`config.mk`:
```
export PLATFORM = sky130hd
export DESIGN_NAME = staff_fb_arbiter
export DESIGN_NICKNAME = d
export VERILOG_FILES = /design/src/rtl/staff_fb_pkg.sv /design/src/rtl/staff_vid_prefetch.sv /design/src/rtl/staff_fb_arbiter.sv
export SDC_FILE = /design/constraint.sdc
export NUM_CORES = 1
export LEC_CHECK = 0
export BUFFER_PORTS_ARGS = -buffer_cell sky130_fd_sc_hd__buf_2
export CAP_MARGIN = 5
export CORE_MARGIN = 2
export CORE_UTILIZATION = 50
export CTS_CLUSTER_SIZE = 30
export DETAILED_ROUTE_END_ITERATION = 8
export GPL_TIMING_DRIVEN = 1
export PLACE_DENSITY_LB_ADDON = 0.2
export SLEW_MARGIN = 20
export SYNTH_ARGS = -nofsm -noshare
export SYNTH_HDL_FRONTEND = slang
export SYNTH_SLANG_ARGS = --single-unit
```
`constraint.sdc`:
```
create_clock -name Clk -period 5.11 [get_ports Clk]
set_input_delay 0 -clock Clk [delete_from_list [all_inputs] [get_ports Clk]]
set_output_delay 0 -clock Clk [all_outputs]
set_load 0.02 [all_outputs]
```
`src/rtl/staff_fb_pkg.sv`:
```
// Shared constants, FSM state type and word-address helper for the staff framebuffer.
package staff_fb_pkg;

    localparam int ROWS   = 480;
    localparam int COLS   = 20;
    localparam int DIM    = ROWS * COLS;
    localparam int ADDR_W = 14;

    typedef enum logic [2:0] {IDLE, RD, WAIT, WR, ACK, CLR} fb_state_t;

    function automatic logic [ADDR_W-1:0] word_addr(input logic [9:0] y, input logic [4:0] col);
        return ADDR_W'(y) * ADDR_W'(COLS) + ADDR_W'(col);
    endfunction

endpackage

```
`src/rtl/staff_vid_prefetch.sv`:
```
// Video side: group-start detect, next-word slot address, double-buffered word and pixel out.
module staff_vid_prefetch
    import staff_fb_pkg::*;
(
    input  logic              Clk,
    input  logic              Reset,
    input  logic [9:0]        DrawX,
    input  logic [9:0]        DrawY,
    input  logic [31:0]       mem_rdata,
    output logic              slot,
    output logic [ADDR_W-1:0] slot_addr,
    output logic              draw_bck
);

    logic [4:0]  prev_lo;
    logic        slot_d;
    logic [31:0] prefetch;
    logic [31:0] vid_word;
    logic [9:0]  next_row;
    logic [4:0]  next_col;

    assign slot = (DrawX[4:0] == 5'd0) && (prev_lo != 5'd0);

    // Past the last visible group (and through blanking) fetch column 0 of the next row.
    always_comb begin
        next_row = DrawY;
        next_col = DrawX[9:5] + 5'd1;
        if (DrawX >= 10'd608) begin
            next_row = (DrawY < 10'd479) ? DrawY + 10'd1 : 10'd0;
            next_col = 5'd0;
        end
    end

    assign slot_addr = word_addr(next_row, next_col);
    assign draw_bck  = vid_word[~DrawX[4:0]];

    always_ff @(posedge Clk or posedge Reset) begin
        if (Reset) begin
            prev_lo  <= 5'd0;
            slot_d   <= 1'b0;
            prefetch <= 32'd0;
            vid_word <= 32'd0;
        end else begin
            prev_lo <= DrawX[4:0];
            slot_d  <= slot;
            if (slot_d) prefetch <= mem_rdata;
            if (slot)   vid_word <= prefetch;
        end
    end

endmodule

```
`src/rtl/staff_fb_arbiter.sv`:
```
// Framebuffer RAM arbiter: video slots win, pixel writer does read-modify-write around them.
// Optional full-buffer clear is built when STAFF_FB_CLEAR_EN is defined.
module staff_fb_arbiter
    import staff_fb_pkg::*;
(
    input  logic              Clk,
    input  logic              Reset,
    input  logic [9:0]        DrawX,
    input  logic [9:0]        DrawY,
    output logic              draw_bck,
    input  logic              pix_req,
    input  logic [9:0]        pix_x,
    input  logic [9:0]        pix_y,
    input  logic              pix_val,
    output logic              pix_ack,
    input  logic              clr_req,
    output logic              clr_busy,
    output logic [ADDR_W-1:0] mem_addr,
    output logic              mem_we,
    output logic [31:0]       mem_wdata,
    input  logic [31:0]       mem_rdata
);

    fb_state_t         state;
    logic [9:0]        px, py;
    logic              pv;
    logic [31:0]       rmw, merged;
    logic              slot;
    logic [ADDR_W-1:0] slot_addr, pix_addr;

    staff_vid_prefetch u_vid (
        .Clk       (Clk),
        .Reset     (Reset),
        .DrawX     (DrawX),
        .DrawY     (DrawY),
        .mem_rdata (mem_rdata),
        .slot      (slot),
        .slot_addr (slot_addr),
        .draw_bck  (draw_bck)
    );

    assign pix_addr = word_addr(py, px[9:5]);

    always_comb begin
        merged             = rmw;
        merged[~px[4:0]]   = pv;
    end

`ifdef STAFF_FB_CLEAR_EN
    logic [ADDR_W-1:0] clr_cnt;
    assign clr_busy = (state == CLR);
`else
    logic unused_clr;
    assign unused_clr = clr_req;
    assign clr_busy   = 1'b0;
`endif

    always_ff @(posedge Clk or posedge Reset) begin
        if (Reset) begin
            state <= IDLE;
            px    <= 10'd0;
            py    <= 10'd0;
            pv    <= 1'b0;
            rmw   <= 32'd0;
`ifdef STAFF_FB_CLEAR_EN
            clr_cnt <= '0;
`endif
        end else begin
            case (state)
                IDLE: begin
`ifdef STAFF_FB_CLEAR_EN
                    if (clr_req) begin
                        state   <= CLR;
                        clr_cnt <= '0;
                    end else
`endif
                    if (pix_req) begin
                        px    <= pix_x;
                        py    <= pix_y;
                        pv    <= pix_val;
                        state <= (pix_x >= 10'd640 || pix_y >= 10'(ROWS)) ? ACK : RD;
                    end
                end
                RD:   if (!slot) state <= WAIT;
                WAIT: begin
                    rmw   <= mem_rdata;
                    state <= WR;
                end
                WR:   if (!slot) state <= IDLE;
                ACK:  state <= IDLE;
`ifdef STAFF_FB_CLEAR_EN
                CLR: if (!slot) begin
                    if (clr_cnt == ADDR_W'(DIM - 1)) state <= IDLE;
                    else clr_cnt <= clr_cnt + 1'b1;
                end
`endif
                default: state <= IDLE;
            endcase
        end
    end

    // A slot owns the RAM port outright; writer steps scheduled on it simply repeat next cycle.
    always_comb begin
        mem_addr  = '0;
        mem_we    = 1'b0;
        mem_wdata = 32'd0;
        pix_ack   = (state == ACK);
        if (slot) begin
            mem_addr = slot_addr;
        end else begin
            case (state)
                RD: mem_addr = pix_addr;
                WR: begin
                    mem_addr  = pix_addr;
                    mem_we    = 1'b1;
                    mem_wdata = merged;
                    pix_ack   = 1'b1;
                end
`ifdef STAFF_FB_CLEAR_EN
                CLR: begin
                    mem_addr = clr_cnt;
                    mem_we   = 1'b1;
                end
`endif
                default: ;
            endcase
        end
    end

endmodule

```
### Word level (Yosys, flattened, before mapping)

Index checks and enable logic that the tools add are counted.

| storage, ports and cells | value |
|---|---|
| register bits after elaboration | 126 |
| output and inout port bits | 50 |
| logic and storage cells | 61 |

| operators by class | value |
|---|---|
| $add $sub $neg | 4 |
| $mul | 2 |
| order comparisons | 7 |
| equal/unequal tests | 7 |
| multiplexer cells | 21 |
| bitwise gates (word level) | 2 |
| reduce and logical (&&, ||, !) cells | 9 |

Operators with widths:

| cell | number |
|---|---|
| two-way mux 32 bit | 2 |
| bitwise mux 32 bit | 1 |
| adder 14 x 5 -> 14 bit | 2 |
| two-way mux 14 bit | 2 |
| multiplier 10 x 3 -> 12 bit (second input constant) | 2 |
| >= comparator 10 bit (second input constant) | 2 |
| two-way mux 10 bit | 2 |
| less-than comparator 5 x 6 -> 1 bit (second input constant) | 2 |
| two-way mux 3 bit | 4 |
| one-hot mux 3 bit (4 select lines) | 1 |
| adder 10 x 1 -> 10 bit (second input constant) | 1 |
| >= comparator 10 x 9 -> 1 bit (second input constant) | 1 |
| less-than comparator 10 x 9 -> 1 bit (second input constant) | 1 |
| NOT 5 bit | 2 |
| equality test 3 x 2 -> 1 bit (second input constant) | 2 |
| two-way mux 1 bit | 6 |
| inequality test 2 bit (second input constant) | 3 |
| adder 5 x 1 -> 5 bit (second input constant) | 1 |
| binary-select mux 1 bit (select 5 bit) | 1 |
| demux 1 bit (select 5 bit) | 1 |
| >= comparator 5 x 1 -> 1 bit (second input constant) | 1 |
| logical NOT 5 bit | 1 |
| two-way mux 5 bit | 1 |
| nonzero test 5 bit | 1 |
| other kinds (8) | 9 |

### Longest topological paths before layout

Gate-level depths: netlist of run 1.

| logic depth | value |
|---|---|
| depth in word-level cells | 8 |
| depth in mapped cells | 19 |

### Hierarchy

A second synthesis of run 1 with hierarchy kept.

| unflattened totals | value |
|---|---|
| cell total of the unflattened synthesis | 774 |
| area, all modules | 7626.1 sq um |

By module, submodules not included:

| module | times used | cells an instance | area an instance (sq um) |
|---|---|---|---|
| staff_vid_prefetch | 1 | 384 | 3905.0 |
| staff_fb_arbiter | 1 | 390 | 3721.1 |

### Worst setup path after synthesis of run 1

OpenSTA, ideal clock, no wires.

| path | value |
|---|---|
| kind | input-to-output |
| from | input port DrawY[0] |
| to | output port mem_addr[13] |
| arrival | 3808 ps |
| data required time | 5110 ps |
| setup slack | 1302 ps |
| stages on the path | 19 |
| path through | ha_1 and3_1 and2_1 o2111ai_1 nand2b_1 clkbuf_1 nor2_2 nand4_1 o21ai_0 ha_1 ha_1 fa_1 xor2_1 nand2_1 nor4b_2 nand3_1 nor3_1 xor2_1 o22ai_1 |

| between the ends | value |
|---|---|
| word-level cells in the longest chain between the ends | 6 |
| elaborated cells on any way between the ends | 7 |
| classes of those cells | 2 x add/sub; 1 x mul; 1 x order compare; 3 x mux |

RTL lines:

| item | RTL line | text |
|---|---|---|
| from (decl) | staff_fb_arbiter.sv:9 | `input logic [9:0] DrawY,` |
| adder 10 x 1 -> 10 bit or less-than comparator 10 x 9 -> 1 bit (tied branches) | staff_vid_prefetch.sv:29 | `next_row = (DrawY < 10'd479) ? DrawY + 10'd1 : 10'd0;` |
| two-way mux 10 bit | staff_vid_prefetch.sv:29 |  |
| two-way mux 10 bit (*) | staff_vid_prefetch.sv:28 | `if (DrawX >= 10'd608) begin` |
| multiplier 10 x 3 -> 12 bit (*) | staff_fb_pkg.sv:12 | `return ADDR_W'(y) * ADDR_W'(COLS) + ADDR_W'(col);` |
| adder 14 x 5 -> 14 bit (*) | staff_fb_pkg.sv:12 |  |
| two-way mux 14 bit (*) | staff_fb_arbiter.sv:108 | `if (slot) begin` |
| to (decl) | staff_fb_arbiter.sv:18 | `output logic [ADDR_W-1:0] mem_addr,` |

Mark *: on every way between the ends. The rest lies on a longest branch, timed or not.

### Worst setup path after layout of run 1

Ends and elaborated chain as after synthesis.

==> flow_metrics.py, run 1 <==
metrics = {
    "worst_hold_path": {
        "hp-class": "input pin to flop",
        "min_delay_path_depth": 2,
        "min-delay-start": "DrawX[4]",
        "min_to": "u_vid.prev_lo[4]$_DFF_PP0_",
    },
    "global_route": {
        "antenna_found_initial": 0,
        "grt_pass1_wl_mm": 31.4,
        "grt_overflow_total": 0,
        "grt_use_total_pct": 24.8,
        "grt_max_degree": 72,
        "grt_pass1_vias": 6245,
    },
    "worst_setup_path": {
        "crit_path_frequent_cell": "ha_1",
        "rrSetupSlack_ps": 2900,
        "start_kind": "input pin",
        "critPathMaxStageDelay_ps": 410,
        "r2r-end": "u_vid.vid_word[3]$_DFFE_PP0P_",
        "r2r_start": "u_vid.prev_lo[0]$_DFF_PP0_",
        "cpLargestDelayFamily": "simple AND/OR/NAND/NOR gates",
        "worstSetupEndpointType": "output port",
        "critPathSlowestCell": "fa_1",
        "worstRegToRegCells": 5,
        "path_cells": "buf_2, ha_1, and3_1, and2_1, o2111ai_1, nand2b_1, nor2_2, nand4_1, o21ai_0, ha_1, ha_1, fa_1, xor2_1, nand2_1, nor4b_2, nand3_1, nor3_1, xor2_1, o22ai_1, buf_2",
        "cp_data_arrival_time_ps": 4440,
        "crit_buf_inv": 2,
        "cp_max_fo": 9,
        "path_class": "input pin to output port",
        "critPathRequiredTime_ps": 5110,
    },
    "cts": {
        "clock_path_buffers": 2,
        "cts-root-buf": "clkbuf_16",
        "cts_buffers": 17,
        "clk_pin_slew_worst_paths_ps": 50,
        "htreeDepth": 4,
        "clock_latency_ps": 420,
        "cts_tree": "done",
        "cts_resized": 0,
        "cts.sinks": 126,
    },
    "synthesis": {
        "mappedNetlistArea_um2": 7460,
        "synth_cells": 738,
        "seq_area_frac_synth_pct": 42.3,
        "synth-edff-count": 0,
        "ys_warn_count": 0,
        "postSynthAreaPerCell_um2": 10.1,
        "syn_nets": 859,
        "ys_ff_latch": 126,
        "synth_ff_type": "dfrtp_1",
        "async_flop_share_pct": 100,
        "ys_types": 66,
    },
    "drt": {
        "drt.antenna.violating_nets": 0,
        "dr.pass1.iters": 5,
        "drt-initial-drc-count": 418,
        "dr_total_vias": 6162,
        "drc": 0,
        "drt_wl_total_mm": 18.9,
        "wl_per_cell_um": 17.0,
        "viasPerCell": 5.57,
    },
    "pwr": {
        "p_leak_nw": 4.40,
        "vdd_drop_max_v": 0.000326,
        "powerDensity_nw_per_um2": 589,
    },
    "placement": {
        "dpl.cell_count": 1015,
        "portBuffers": 124,
        "globalplace.congestion": 0.847,
        "hpwl_mm": 13.1,
    },
    "timing": {
        "clock-skew-final_ps": 11.3,
        "min_period_ps": 4440,
        "max_freq_mhz": 225,
        "finalHoldViolCount": 0,
        "grt_setup_unrepaired": "false",
        "tns_ps": 0,
        "drv_slew": 0,
        "fin_crit_sh_pct": 86.8,
        "maxSlewHeadroom_pct": 39.7,
        "setup_viol": 0,
        "tightestPinTransition_ps": 903,
    },
    "die": {
        "die_h_um": 126,
        "io_pins": 127,
        "core_region_area_um2": 14500,
        "initial_utilization_pct": 51.3,
        "dieArea_um2": 15900,
        "fp.dieW_um": 126,
        "num_rows": 44,
    },
    "layout": {
        "antenna_cells": 0,
        "drive_gt1_share_pct": 29.4,
        "syn2layout_area_growth_pct": 25.4,
        "final_cell_mix": "156 x nand2_1, 125 x dfrtp_1, 124 x buf_2",
        "final_common_cell": "nand2_1",
        "fin_nets": 1031,
        "finalNonFillerCells": 1106,
    },
    "status": {
        "status": "completed",
    },
    "job": {
        "cap_violations": 0,
    },
}
## worst max-delay path by stage
stage | start | to | slack [ps] | cells past startpoint
6_report | DrawY[0] | mem_addr[13] | 670 | 20
5_1_grt | DrawY[0] | mem_addr[13] | 370 | 20
4_1_cts | DrawY[0] | mem_addr[13] | 740 | 20
3_5_place_dp | DrawY[0] | mem_addr[13] | 750 | 20
3_3_place_gp | DrawY[0] | mem_addr[13] | 850 | 20
2_1_floorplan | DrawY[0] | mem_addr[13] | 1300 | 19
## cell families after synthesis
family                     count (synthesis)  share of synthesized area, %
muxes                                    105                          17.2
xor gates and xnor gates                  34                          3.99
DFF                                      126                          42.3
other                                      1                        0.0503
and+or+nand+nor                          278                          16.9
AOI/OAI and AO/OA                        106                          9.19
buffers and inverters                     44                          2.63
adders and majority gates                 44                          7.78
## per-stage QoR
| stage | utilization [%] | power [W] | hold WS [ps] | area [um2] | worst slack (ps) |
|---|---|---|---|---|---|
| after floorplan | - | 0.00362 | 31.4 | 7460 | 1300 |
| after CTS | 64.4 | 0.00551 | 244 | 9360 | 736 |
| after detailed placement | 56.4 | 0.00431 | 146 | 8200 | 754 |
| final | 64.4 | 0.00551 | 262 | 9360 | 675 |
| after global placement | 56.4 | 0.00422 | 140 | 8200 | 853 |
| after global routing | 64.4 | 0.00590 | 267 | 9360 | 367 |
## synthesized netlist by cell type, drive strengths merged, types with 10 or more instances
master,n,area [um2]
mux4,10,225
nor2,43,171
buf,21,110
o21ai,31,166
xor2,12,105
mux2,87,980
clkbuf,15,56.3
nand2,158,608
ha,40,500
xnor2,22,193
a21oi,31,155
nand3,24,120
nor3,12,60.1
dfrtp,126,3150
## flip-flops by register name, summed over array words and instances (netlist names), 3 cells and up
| name | cells |
|---|---|
| rmw | 32 |
| u_vid.prefetch | 32 |
| u_vid.vid_word | 32 |
| px | 10 |
| py | 10 |
| u_vid.prev_lo | 5 |
| state | 3 |
## layout make-up
| type | count | area [um2] |
|---|---|---|
| fill | 1141 | 5180 |
| multi-input combinational | 568 | 4120 |
| sequential | 126 | 3150 |
| timing repair buffer | 189 | 1260 |
| clock buffer | 24 | 472 |
| tap | 184 | 230 |
| clock inverter | 7 | 87.6 |
| inverter | 8 | 32.5 |
## metal layers
layer,GRT usage [%],vias up,part of all wire [%]
met4,9.76,0,2.5
li1,-,2945,-
met3,4.72,37,5.0
met2,39.3,194,47
met1,34.0,2986,45
met5,0,-,0
## report_power, final
part           switching [W]  internal [W]
combinational        0.00146       0.00120
sequential          0.000351       0.00135
clock               0.000415      0.000736
## worst register-to-register path, stage by stage, from the launching register on
cell	delay, ps
dfrtp_1	360
or4_4	540
o21ai_4	470
inv_2	460
nand2_1	190
nand2_1	70
## timing repair
action                     in CTS  in global routing
hold buffers                   60                  0
buffers inserted                0                  0
setup endpoints to repair       0                  0
hold endpoints to repair      162                  0
Note: power is estimated with default switching activity, not from simulation.
==> run 2: changes to the inputs <==
--- a/config.mk
+++ b/config.mk
@@ -7,7 +7,7 @@
 export LEC_CHECK = 0
 export BUFFER_PORTS_ARGS = -buffer_cell sky130_fd_sc_hd__buf_2
 export CAP_MARGIN = 5
-export CORE_MARGIN = 2
+export CORE_MARGIN = 10
 export CORE_UTILIZATION = 50
 export CTS_CLUSTER_SIZE = 30
 export DETAILED_ROUTE_END_ITERATION = 8
==> run 2 against run 1 <==
Clock-buffer cell count shrank 2. Final cell count is essentially flat. Critical path depth is the same. Combinational power is essentially flat. Critical path type unchanged. Critical endpoint unchanged. Highest routed layer unchanged.
==> flow_metrics.py, run 2 (synthesis gave the netlist of run 1 again) <==
metrics = {
    "timing": {
        "min_period_ps": 4360,
        "max_freq_mhz": 229,
        "fin_ws_ps": 749,
        "clock-skew-final_ps": 5.15,
        "fin_crit_sh_pct": 85.4,
        "grt_setup_unrepaired": "false",
        "finalHoldViolCount": 0,
        "maxSlewHeadroom_pct": 35.1,
        "drv_slew": 0,
        "fin_hold_ws_ps": 274,
        "tightestPinTransition_ps": 971,
        "tns_ps": 0,
        "setup_viol": 0,
    },
    "cts": {
        "htreeDepth": 4,
        "clock_path_buffers": 2,
        "clock_latency_ps": 410,
        "clk_pin_slew_worst_paths_ps": 50,
        "postCtsSetupBuffers": 0,
        "cts.sinks": 126,
        "cts_tree": "done",
        "cts_buffers": 17,
        "cts-root-buf": "clkbuf_16",
    },
    "global_route": {
        "grt_use_total_pct": 20.0,
        "antenna_found_initial": 0,
        "grt_max_degree": 66,
        "grt_pass1_wl_mm": 32.7,
        "grt_overflow_total": 0,
        "grt_pass1_vias": 6367,
    },
    "die": {
        "io_pins": 127,
        "fp.dieW_um": 142,
        "core_region_area_um2": 14600,
        "dieArea_um2": 20200,
        "num_rows": 44,
        "initial_utilization_pct": 51.1,
        "die_h_um": 142,
    },
    "worst_setup_path": {
        "cp_data_arrival_time_ps": 4360,
        "path_class": "input pin to output port",
        "start_kind": "input pin",
        "worstSetupEndpointType": "output port",
        "cp_max_fo": 9,
        "critPathRequiredTime_ps": 5110,
    },
    "pwr": {
        "vdd_drop_max_v": 0.000384,
        "powerDensity_nw_per_um2": 585,
        "power_w": 0.00547,
        "p_leak_nw": 4.39,
    },
    "placement": {
        "globalplace.congestion": 0.840,
        "hpwl_mm": 14.1,
        "portBuffers": 124,
        "pre_cts_slack_ps": 755,
    },
    "worst_hold_path": {
        "hp-class": "input pin to flop",
    },
    "layout": {
        "final_common_cell": "nand2_1",
        "final_cell_mix": "156 x nand2_1, 125 x dfrtp_1, 124 x buf_2",
        "fin_nets": 1031,
        "drive_gt1_share_pct": 29.6,
        "syn2layout_area_growth_pct": 25.2,
        "reg.largest.list": "rmw (32), u_vid.prefetch (32), u_vid.vid_word (32)",
        "fill_cells": 1147,
        "antenna_cells": 0,
    },
    "drt": {
        "wl_per_cell_um": 18.0,
        "viasPerCell": 5.56,
        "dr_total_vias": 6153,
        "dr.pass1.iters": 5,
        "drt_wl_total_mm": 19.9,
        "drt-initial-drc-count": 429,
        "drc": 0,
        "drt.antenna.violating_nets": 0,
    },
    "status": {
        "status": "completed",
    },
    "job": {
        "cap_violations": 0,
    },
}
[run 2: routing by layer]
layer | share of wire, % | vias to the layer above | global-route usage [%]
met5 | 0 | - | 0
met4 | 2.3 | 0 | 7.37
met3 | 5.7 | 42 | 5.04
met2 | 48 | 182 | 31.8
met1 | 44 | 2984 | 25.8
li1 | - | 2945 | -
[run 2: cell type report]
class                           instances  area (um2)  share of cell area, %
Multi-Input combinational cell        568        4120                   44.1
Sequential cell                       126        3150                   33.8
Timing Repair Buffer                  189        1260                   13.5
Clock buffer                           22         454                   4.86
Tap cell                              184         230                   2.46
Clock inverter                         10        90.1                  0.964
Inverter                                8        32.5                  0.348
[run 2: path summary, 6_finish.rpt]
kind / slack, ps / endpoint / depth (start not counted) / start
min in group asynchronous: 290 / rmw[29]$_DFFE_PP0N_ / 3 / Reset
max in group asynchronous: 3530 / u_vid.prefetch[9]$_DFFE_PP0P_ / 4 / Reset
hold / removal: 270 / u_vid.prev_lo[4]$_DFF_PP0_ / 2 / DrawX[4]
setup reg to reg: 2600 / u_vid.vid_word[25]$_DFFE_PP0P_ / 5 / u_vid.prev_lo[0]$_DFF_PP0_
setup / recovery: 750 / mem_addr[13] / 20 / DrawY[0]
hold reg to reg: 460 / u_vid.vid_word[28]$_DFFE_PP0P_ / 2 / u_vid.prefetch[28]$_DFFE_PP0P_
[run 2: worst max-delay path, stage by stage]
cell and delay (ps):
buf_2 140, ha_1 220, and3_1 200, and2_1 200, o2111ai_1 190, nand2b_1 220
nor2_2 290, nand4_1 140, o21ai_0 270, ha_1 290, ha_1 230, fa_1 400
xor2_1 290, nand2_1 100, nor4b_2 350, nand3_1 190, nor3_1 200, xor2_1 180
o22ai_1 90, buf_2 170
[run 2: power by group]
| group | leakage [nW] | internal [W] | switching (W) |
|---|---|---|---|
| Clock | 0.260 | 0.000679 | 0.000427 |
| Sequential | 1.55 | 0.00135 | 0.000333 |
| Combinational | 2.58 | 0.00120 | 0.00148 |
| Total | 4.39 | 0.00323 | 0.00224 |
[run 2: what timing repair did]
item | in CTS | in global routing
endpoints found under the hold margin | 156 | 0
gates resized for setup | 0 | 0
hold buffers | 60 | 0
endpoints found under the setup margin | 0 | 0
[run 2: through the flow]
stage | instances | util [%] | cell area, um2
finish | 1107 | 64.0 | 9340
global route | 1107 | 64.0 | 9340
CTS | 1107 | 64.0 | 9340
detailed placement | 1015 | 56.2 | 8200
global placement | 1015 | 56.2 | 8200
floorplan | 738 | - | 7460
